===== config.mk =====
export PLATFORM = sky130hd
export DESIGN_NAME = conv3x3_mac
export DESIGN_NICKNAME = d
export VERILOG_FILES = /design/src/rtl/conv_pkg.sv /design/src/rtl/conv3x3_dot.sv /design/src/rtl/conv3x3_mac.sv
export SDC_FILE = /design/constraint.sdc
export NUM_CORES = 2
export LEC_CHECK = 0
export CAP_MARGIN = 15
export CORE_AREA = 4 4 266 268
export CTS_CLUSTER_SIZE = 16
export DETAILED_ROUTE_END_ITERATION = 8
export DIE_AREA = 0 0 270 272
export DONT_BUFFER_PORTS = 1
export PLACE_DENSITY = 0.67
export SYNTH_ARGS = -nofsm -noshare
export SYNTH_HDL_FRONTEND = slang
export SYNTH_HIERARCHICAL = 1
export SYNTH_SLANG_ARGS = --single-unit

===== constraint.sdc =====
create_clock -name i_clk -period 4.2 [get_ports i_clk]
set_input_delay 0.63 -clock i_clk [delete_from_list [all_inputs] [get_ports i_clk]]
set_output_delay 0.63 -clock i_clk [all_outputs]
set_load 0.03 [all_outputs]

===== src/rtl/conv_pkg.sv =====
// conv_pkg: shared widths, kernel geometry and FSM encoding for the 3x3 convolution stage
package conv_pkg;
  localparam int DEF_DATA_W   = 8;
  localparam int DEF_WEIGHT_W = 8;
  localparam int DEF_ROW_LEN  = 8;
  localparam int DEF_ACC_W    = DEF_DATA_W + DEF_WEIGHT_W + 5;
  localparam int KSIZE        = 3;
  localparam int NTAP         = KSIZE * KSIZE;
  typedef enum logic [1:0] {IDLE, READ, DRAIN} state_t;
endpackage


===== src/rtl/conv3x3_dot.sv =====
// conv3x3_dot: 9 registered products then a registered adder tree, fixed 2-cycle latency with tags
module conv3x3_dot import conv_pkg::*; #(
  parameter int DATA_W   = DEF_DATA_W,
  parameter int WEIGHT_W = DEF_WEIGHT_W,
  parameter int ACC_W    = DATA_W + WEIGHT_W + 5
) (
  input  logic                               i_clk,
  input  logic                               i_rst,
  input  logic [NTAP-1:0][DATA_W-1:0]        i_pix,
  input  logic [NTAP-1:0][WEIGHT_W-1:0]      i_wgt,
  input  logic                               i_valid,
  input  logic                               i_last,
  output logic signed [ACC_W-1:0]            o_sum,
  output logic                               o_valid,
  output logic                               o_last
);
  localparam int PW = DATA_W + WEIGHT_W + 1;
  logic signed [PW-1:0]    w_prod [NTAP];
  logic signed [PW-1:0]    r_prod [NTAP];
  logic signed [ACC_W-1:0] w_sum;
  logic                    r_v1;
  logic                    r_l1;
  // pixels are unsigned, so a zero bit is prepended before the signed multiply
  always_comb begin
    w_sum = '0;
    for (int n = 0; n < NTAP; n++) begin
      w_prod[n] = PW'($signed({1'b0, i_pix[n]})) * PW'($signed(i_wgt[n]));
      w_sum = w_sum + ACC_W'(r_prod[n]);
    end
  end
  always_ff @(posedge i_clk) begin
    if (i_rst) begin
      r_prod  <= '{default: '0};
      r_v1    <= 1'b0;
      r_l1    <= 1'b0;
      o_sum   <= '0;
      o_valid <= 1'b0;
      o_last  <= 1'b0;
    end else begin
      r_prod  <= w_prod;
      r_v1    <= i_valid;
      r_l1    <= i_last;
      o_valid <= r_v1;
      o_last  <= r_l1;
      if (r_v1) o_sum <= w_sum;
    end
  end
endmodule


===== src/rtl/conv3x3_mac.sv =====
// conv3x3_mac: streams three BRAM rows through a sliding 3x3 window and emits one signed
// dot product per complete window, then pulses conv_done back to the line-buffer controller
module conv3x3_mac import conv_pkg::*; #(
  parameter int DATA_W   = DEF_DATA_W,
  parameter int WEIGHT_W = DEF_WEIGHT_W,
  parameter int ROW_LEN  = DEF_ROW_LEN,
  parameter int ACC_W    = DATA_W + WEIGHT_W + 5
) (
  input  logic                       i_clk,
  input  logic                       i_rst,
  input  logic                       i_compute_conv,
  input  logic                       i_wgt_wr,
  input  logic [3:0]                 i_wgt_addr,
  input  logic [WEIGHT_W-1:0]        i_wgt_data,
  input  logic [DATA_W-1:0]          i_row0_data,
  input  logic [DATA_W-1:0]          i_row1_data,
  input  logic [DATA_W-1:0]          i_row2_data,
  output logic                       o_rd_en,
  output logic [$clog2(ROW_LEN)-1:0] o_rd_addr,
  output logic                       o_busy,
  output logic signed [ACC_W-1:0]    o_result,
  output logic                       o_result_valid,
  output logic                       o_conv_done
);
  localparam int AW = $clog2(ROW_LEN);
  localparam logic [AW-1:0] K_LAST = AW'(ROW_LEN - 1);
  state_t                                  r_state;
  logic [AW-1:0]                           r_k;
  logic                                    r_rd_v;
  logic                                    r_rd_ge2;
  logic                                    r_rd_last;
  logic [KSIZE-1:0][KSIZE-1:0][DATA_W-1:0] r_win;
  logic                                    r_win_v;
  logic                                    r_win_last;
  logic [NTAP-1:0][WEIGHT_W-1:0]           r_wgt;
  logic                                    w_last;
  assign o_rd_en     = r_state == READ;
  assign o_rd_addr   = r_k;
  assign o_busy      = r_state != IDLE;
  assign o_conv_done = o_result_valid & w_last;
  // the ge2/last tags ride one cycle behind the address so they line up with the returned BRAM word
  always_ff @(posedge i_clk) begin
    if (i_rst) begin
      r_state    <= IDLE;
      r_k        <= '0;
      r_rd_v     <= 1'b0;
      r_rd_ge2   <= 1'b0;
      r_rd_last  <= 1'b0;
      r_win      <= '0;
      r_win_v    <= 1'b0;
      r_win_last <= 1'b0;
      r_wgt      <= '0;
    end else begin
      r_state    <= r_state == IDLE ? (i_compute_conv ? READ : IDLE) :
                    r_state == READ ? (r_k == K_LAST ? DRAIN : READ) :
                    (o_conv_done ? IDLE : DRAIN);
      r_k        <= (o_rd_en && r_k != K_LAST) ? r_k + AW'(1) : '0;
      r_rd_v     <= o_rd_en;
      r_rd_ge2   <= r_k >= AW'(2);
      r_rd_last  <= r_k == K_LAST;
      r_win_v    <= r_rd_v & r_rd_ge2;
      r_win_last <= r_rd_v & r_rd_last;
      if (r_rd_v) r_win <= {{i_row2_data, r_win[2][2:1]}, {i_row1_data, r_win[1][2:1]}, {i_row0_data, r_win[0][2:1]}};
      if (r_state == IDLE && i_wgt_wr && i_wgt_addr < 4'(NTAP)) r_wgt[i_wgt_addr] <= i_wgt_data;
    end
  end
  conv3x3_dot #(.DATA_W(DATA_W), .WEIGHT_W(WEIGHT_W), .ACC_W(ACC_W)) u_dot (
    .i_clk  (i_clk),
    .i_rst  (i_rst),
    .i_pix  (r_win),
    .i_wgt  (r_wgt),
    .i_valid(r_win_v),
    .i_last (r_win_last),
    .o_sum  (o_result),
    .o_valid(o_result_valid),
    .o_last (w_last)
  );
endmodule


== Word level (Yosys, flattened, before mapping) ==
Index checks and enable logic that the tools add are counted.

* Reduce and logical (&&, ||, !) cells: 7
* Muxes and demuxes: 8
* $mul: 9
* $add $sub $neg: 9
* $lt $le $gt $ge: 4
* Bitwise operators: 4
* Eq/ne operators: 3

{| class="wikitable"
|+ Operators by type and width
! operator !! count
|-
| multiplier 9 x 8 -> 17 bit || 9
|-
| adder 21 x 17 -> 21 bit || 6
|-
| bitwise mux 72 bit || 1
|-
| demux 8 bit (select 4 bit) || 1
|-
| adder 18 x 17 -> 19 bit || 1
|-
| adder 17 x 17 -> 18 bit || 1
|-
| two-way mux 2 bit || 4
|-
| two-way mux 8 bit || 1
|-
| < comparator 4 x 5 -> 1 bit (second input constant) || 1
|-
| greater-or-equal comparator 4 x 1 -> 1 bit (second input constant) || 1
|-
| logical AND 1 bit || 4
|-
| < comparator 4 bit (second input constant) || 1
|-
| adder 3 x 1 -> 3 bit (second input constant) || 1
|-
| AND 1 bit || 3
|-
| equality test 3 bit (second input constant) || 1
|-
| greater-or-equal comparator 3 x 2 -> 1 bit (second input constant) || 1
|-
| inequality test 3 bit (second input constant) || 1
|-
| equality test 2 x 1 -> 1 bit (second input constant) || 1
|-
| zero test 2 bit || 1
|-
| nonzero test 2 bit || 1
|-
| OR reduction 2 bit || 1
|-
| two-way mux 1 bit || 1
|-
| NOT 1 bit || 1
|}

* Bits of input ports: 40
* Logic and storage cells: 83
* Register bits after elaboration: 332
* Output and inout port bits: 28

== Longest topological paths before layout ==
* Word-level depth: 8
* Depth in mapped cells: 18
* Mapped depth without buffers: 18

== By module ==
The synthesis kept the hierarchy.

{| class="wikitable"
|+ By module, submodules not included
! module !! cells an instance !! area each (µm²) !! sequential area each (µm²) !! instances
|-
| conv3x3_dot || 3106 || 28078.2 || 3563.4 || 1
|-
| conv3x3_mac || 525 || 5728.0 || 3083.0 || 1
|}

== Worst setup path after synthesis ==
Ideal clock, no wire load.

* Path kind: register to register
* Start point: register u_dot/r_prod[104] in the netlist's numbering
* End point: register u_dot.o_sum[18]
* Path slack: -0.118 ns
* Stages on the path, launching flop included: 16
* Buffers on the path: 0
* Data arrival time: 4.191 ns
* Library setup time: 0.127 ns
* Required time: 4.073 ns
* Clock period less this slack: 4.318 ns
* Cells stage by stage: dfxtp_1 > fa_1 > fa_1 > fa_1 > inv_1 > fa_1 > inv_1 > ha_1 > inv_1 > fa_1 > nand2b_1 > a21oi_1 > o41a_4 > a221oi_4 > o2111a_1 > or3_1

* Word-level cells in the longest chain between the ends: 7

{| class="wikitable"
|+ Ends and longest elaborated chain
! what !! RTL line !! text
|-
| start: declaration || conv3x3_dot.sv:19 || <nowiki>logic signed [PW-1:0] r_prod [NTAP];</nowiki>
|-
| start signal: assignment || conv3x3_dot.sv:40 || <nowiki>r_prod <= w_prod;</nowiki>
|-
| adder 18 x 17 -> 19 bit || conv3x3_dot.sv:28 || <nowiki>w_sum = w_sum + ACC_W'(r_prod[n]);</nowiki>
|-
| adder 21 x 17 -> 21 bit (6 in a row) || conv3x3_dot.sv:28 ||
|-
| end signal: assignment || conv3x3_dot.sv:45 || <nowiki>if (r_v1) o_sum <= w_sum;</nowiki>
|-
| end: declaration || conv3x3_dot.sv:13 || <nowiki>output logic signed [ACC_W-1:0] o_sum,</nowiki>
|}

Every way passes these cells.
A chain may end at the register's enable or synchronous reset.

== Worst setup path after layout ==
* Start point: register u_dot/r_prod[2] in the netlist's numbering
* End point: register u_dot.o_sum[14]

* Word-level cells in the longest chain between the ends: 1

{| class="wikitable"
|+ Ends and longest elaborated chain
! what !! RTL line
|-
| adder 21 x 17 -> 21 bit || conv3x3_dot.sv:28
|}

Every way passes these cells.

==> flow_summary.ini <==
[status]
status = finished, violations left
violations = negative setup slack

[logic_synthesis]
ys_warn_count = 6
yosysTopAreaCell = fa_1
synth_compound_area_frac = 0.0570
synth_top_family_by_area = adder cells
synthMuxAreaShare = 0.0453
ys_dominant_reg_cell = dfxtp_1
synth.area.top_cells = fa_1 27%, dfxtp_1 20%, ha_1 15%, inv_1 7.9%, and2_1 5.3%
syn_area_per_cell_um2 = 9.31
synth-adder-area-share = 0.421
syn-cell-area_um2 = 33800
mappedNetlistNets = 4536
synthCells = 3631
yosys_register_bits = 332
yosys.area_share.simple = 0.171
synth_most_common_cell = inv_1
ys_types = 63
synth_edf_count = 0
ys_async_sr_fraction = 0
ys_seq_area_frac = 0.197
synthXorXnorAreaFrac = 0.0218
synth_common_cells = 716 x inv_1, 455 x fa_1, 410 x ha_1
yosysTopAreaCellShare = 0.269

[routing]
viasPerCell = 5.08
via_count = 24700
drt-pass1-iter-count = 5
drt_wl_total_um = 86200
remaining_drc_errors = 0
drt_iter0_markers = 1089
wl_per_cell_um = 17.8
ant_nets = 0

[sta]
tightest_slew_ns = 1.22
final.min_clock_period_ns = 4.34
setup_viol = 4
slew_violations = 0
max-slew-margin-rel = 0.188
clock.fmax_mhz = 230
hold_violations = 0
fin_skew_ns = 0.0263
fin_hold_ws_ns = 0.111
setup_ws_ns = -0.141
period_share = 1.03
rsz0062_at_grt = true

[setup_path]
worstSetupEndpointType = register
required_ns = 4.71
critical_path.startpoint_type = register
r2r_slack_ns = -0.14
crit_fanout = 3
worstPathArrival_ns = 4.85
critical_path_class = register to register

[clocking]
clock_sinks = 332
cts_root_buf = clkbuf_16
clkSlewWorstSetupHoldPaths_ns = 0.06
cts_tree = done
numCtsBuffers = 44
postCtsHoldBufs = 0
clock_path_buffers = 3
ctsHtreeMaxLevel = 2
clk_latency_ns = 0.61

[cells_and_area]
fin_nets = 4846
drive_above_1_share = 0.168
n_fill_cell = 5881
instances_no_fill = 4855
post-route-util = 0.581
multi_input_area_um2 = 25100
areaGrowthSynthToFinish_pct = 17.4
num_antenna_cells = 0
seq_area_um2 = 6800

[pwr]
worst_ir_drop_vdd_uv = 251
leakagePower_nw = 20.4
p_per_area_nw_per_um2 = 193

[placed_design]
dp_hpwl_um = 67200
placed_cells = 4766
place_congestion = 0.888
placement.io_buffers = 0

[job]
maxCapViolCount = 0

[floorplanning]
fp-row-count = 96
io_pins = 68
die_h_um = 272
fp.dieArea_um2 = 73400
core_um2 = 68300
start_util = 0.495
die_w_um = 270

[global_routing]
grt_pass1_vias = 25500
grt_start_max_net_pins = 354
grt_use_total = 0.234
grt_overflow = 0
antenna_found_initial = 1
grt_pass1_wl_um = 138000

[worst_hold_path]
hold_class = input port to register
-- what timing repair did --
action                                  in CTS  in global routing
gates resized for setup                     33                255
buffers inserted                             3                  9
endpoints found under the setup margin      24                 76
gates cloned                                 0                  0
pin swaps                                    8                 86
-- worst max-delay path, cell delays in order (launching register included) --
cell	delay, ns
dfxtp_2	0.32
inv_2	0.04
fa_1	0.54
inv_1	0.06
fa_1	0.45
fa_1	0.50
inv_1	0.06
fa_1	0.43
inv_1	0.07
ha_2	0.18
inv_2	0.04
fa_2	0.33
nand2b_4	0.15
a21oi_2	0.16
o41a_4	0.17
buf_4	0.12
a31oi_2	0.10
or4_1	0.47
o211ai_1	0.09
-- layer usage --
| metal | global-route usage | routed length, um | up-vias |
|---|---|---|---|
| li1 | - | - | 11900 |
| met1 | 0.313 | 38400 | 12300 |
| met2 | 0.401 | 42000 | 363 |
| met3 | 0.0322 | 3350 | 109 |
| met4 | 0.0592 | 2450 | 0 |
| met5 | 0 | 0 | - |
-- cell usage in the layout (no fill, tap or decap), types with 7 or more instances in the layout --
cell type	count
nor3_2	9
xor2_1	41
inv_2	10
fa_1	447
clkbuf_16	44
dfxtp_1	236
a41oi_1	7
a2bb2oi_2	7
o21ai_0	29
dfxtp_4	15
nor2b_1	58
inv_1	706
a21oi_1	49
xnor2_1	41
a21oi_2	18
nor2_1	244
a211oi_2	9
a21o_1	51
nand2b_1	136
fa_2	8
dfxtp_2	81
nand3_1	22
and2_1	281
o21a_1	27
a31oi_1	9
and3_1	18
ha_4	23
nand2_1	261
buf_4	324
a211oi_1	14
mux2i_1	152
ha_1	381
nor2b_2	8
nor3_1	35
-- per-stage QoR --
step | power, W | area (um^2) | worst slack [ns] | TNS, ns
6_report | 0.00768 | 39700 | -0.141 | -0.292
5_1_grt | 0.00793 | 39700 | -0.269 | -1.53
4_1_cts | 0.00775 | 38700 | -0.141 | -0.339
3_5_place_dp | 0.00372 | 37100 | -0.180 | -0.826
3_3_place_gp | 0.00372 | 37100 | -0.150 | -0.500
2_1_floorplan | 0.00357 | 33800 | -0.000269 | -0.000269
-- cell families (layout without fill, tap and decap cells) --
logic type,Yosys count,in the layout
simple gates,1130,1130
fa+ha+maj,865,865
buf+inv,782,1124
flops,332,332
compound gates,285,285
mux,153,153
xor+xnor,84,84
-- sequential cells by signal, indices dropped and copies added, names as in the netlist, 2 cells and up --
register      count
r_win            72
u_dot/o_sum      21
u_dot/r_prod    153
r_wgt            72
o_rd_addr         3
r_state           2
-- final timing paths --
check / start / depth (start not counted) / to
hold reg to reg: u_dot/r_l1 / 1 / u_dot/o_last
setup / recovery: u_dot/r_prod[2] / 18 / u_dot/o_sum[14]
hold / removal: i_rst / 1 / r_win[62]
setup reg to reg: u_dot/r_prod[2] / 18 / u_dot/o_sum[14]
-- power breakdown --
group	switching [W]	internal, W
clock network	0.00161	0.00240
registers	0.0000581	0.00318
logic	0.000237	0.000190
-- cell type report --
cell class / count / area share
well taps: 882 / 0.0278
clock buffers: 53 / 0.0299
flip-flops and latches: 332 / 0.171
repair buffers: 330 / 0.0630
multi-input cells: 2517 / 0.632
inverters: 716 / 0.0677
clock inverters: 25 / 0.00864
Power figures use the tool's default switching activity.
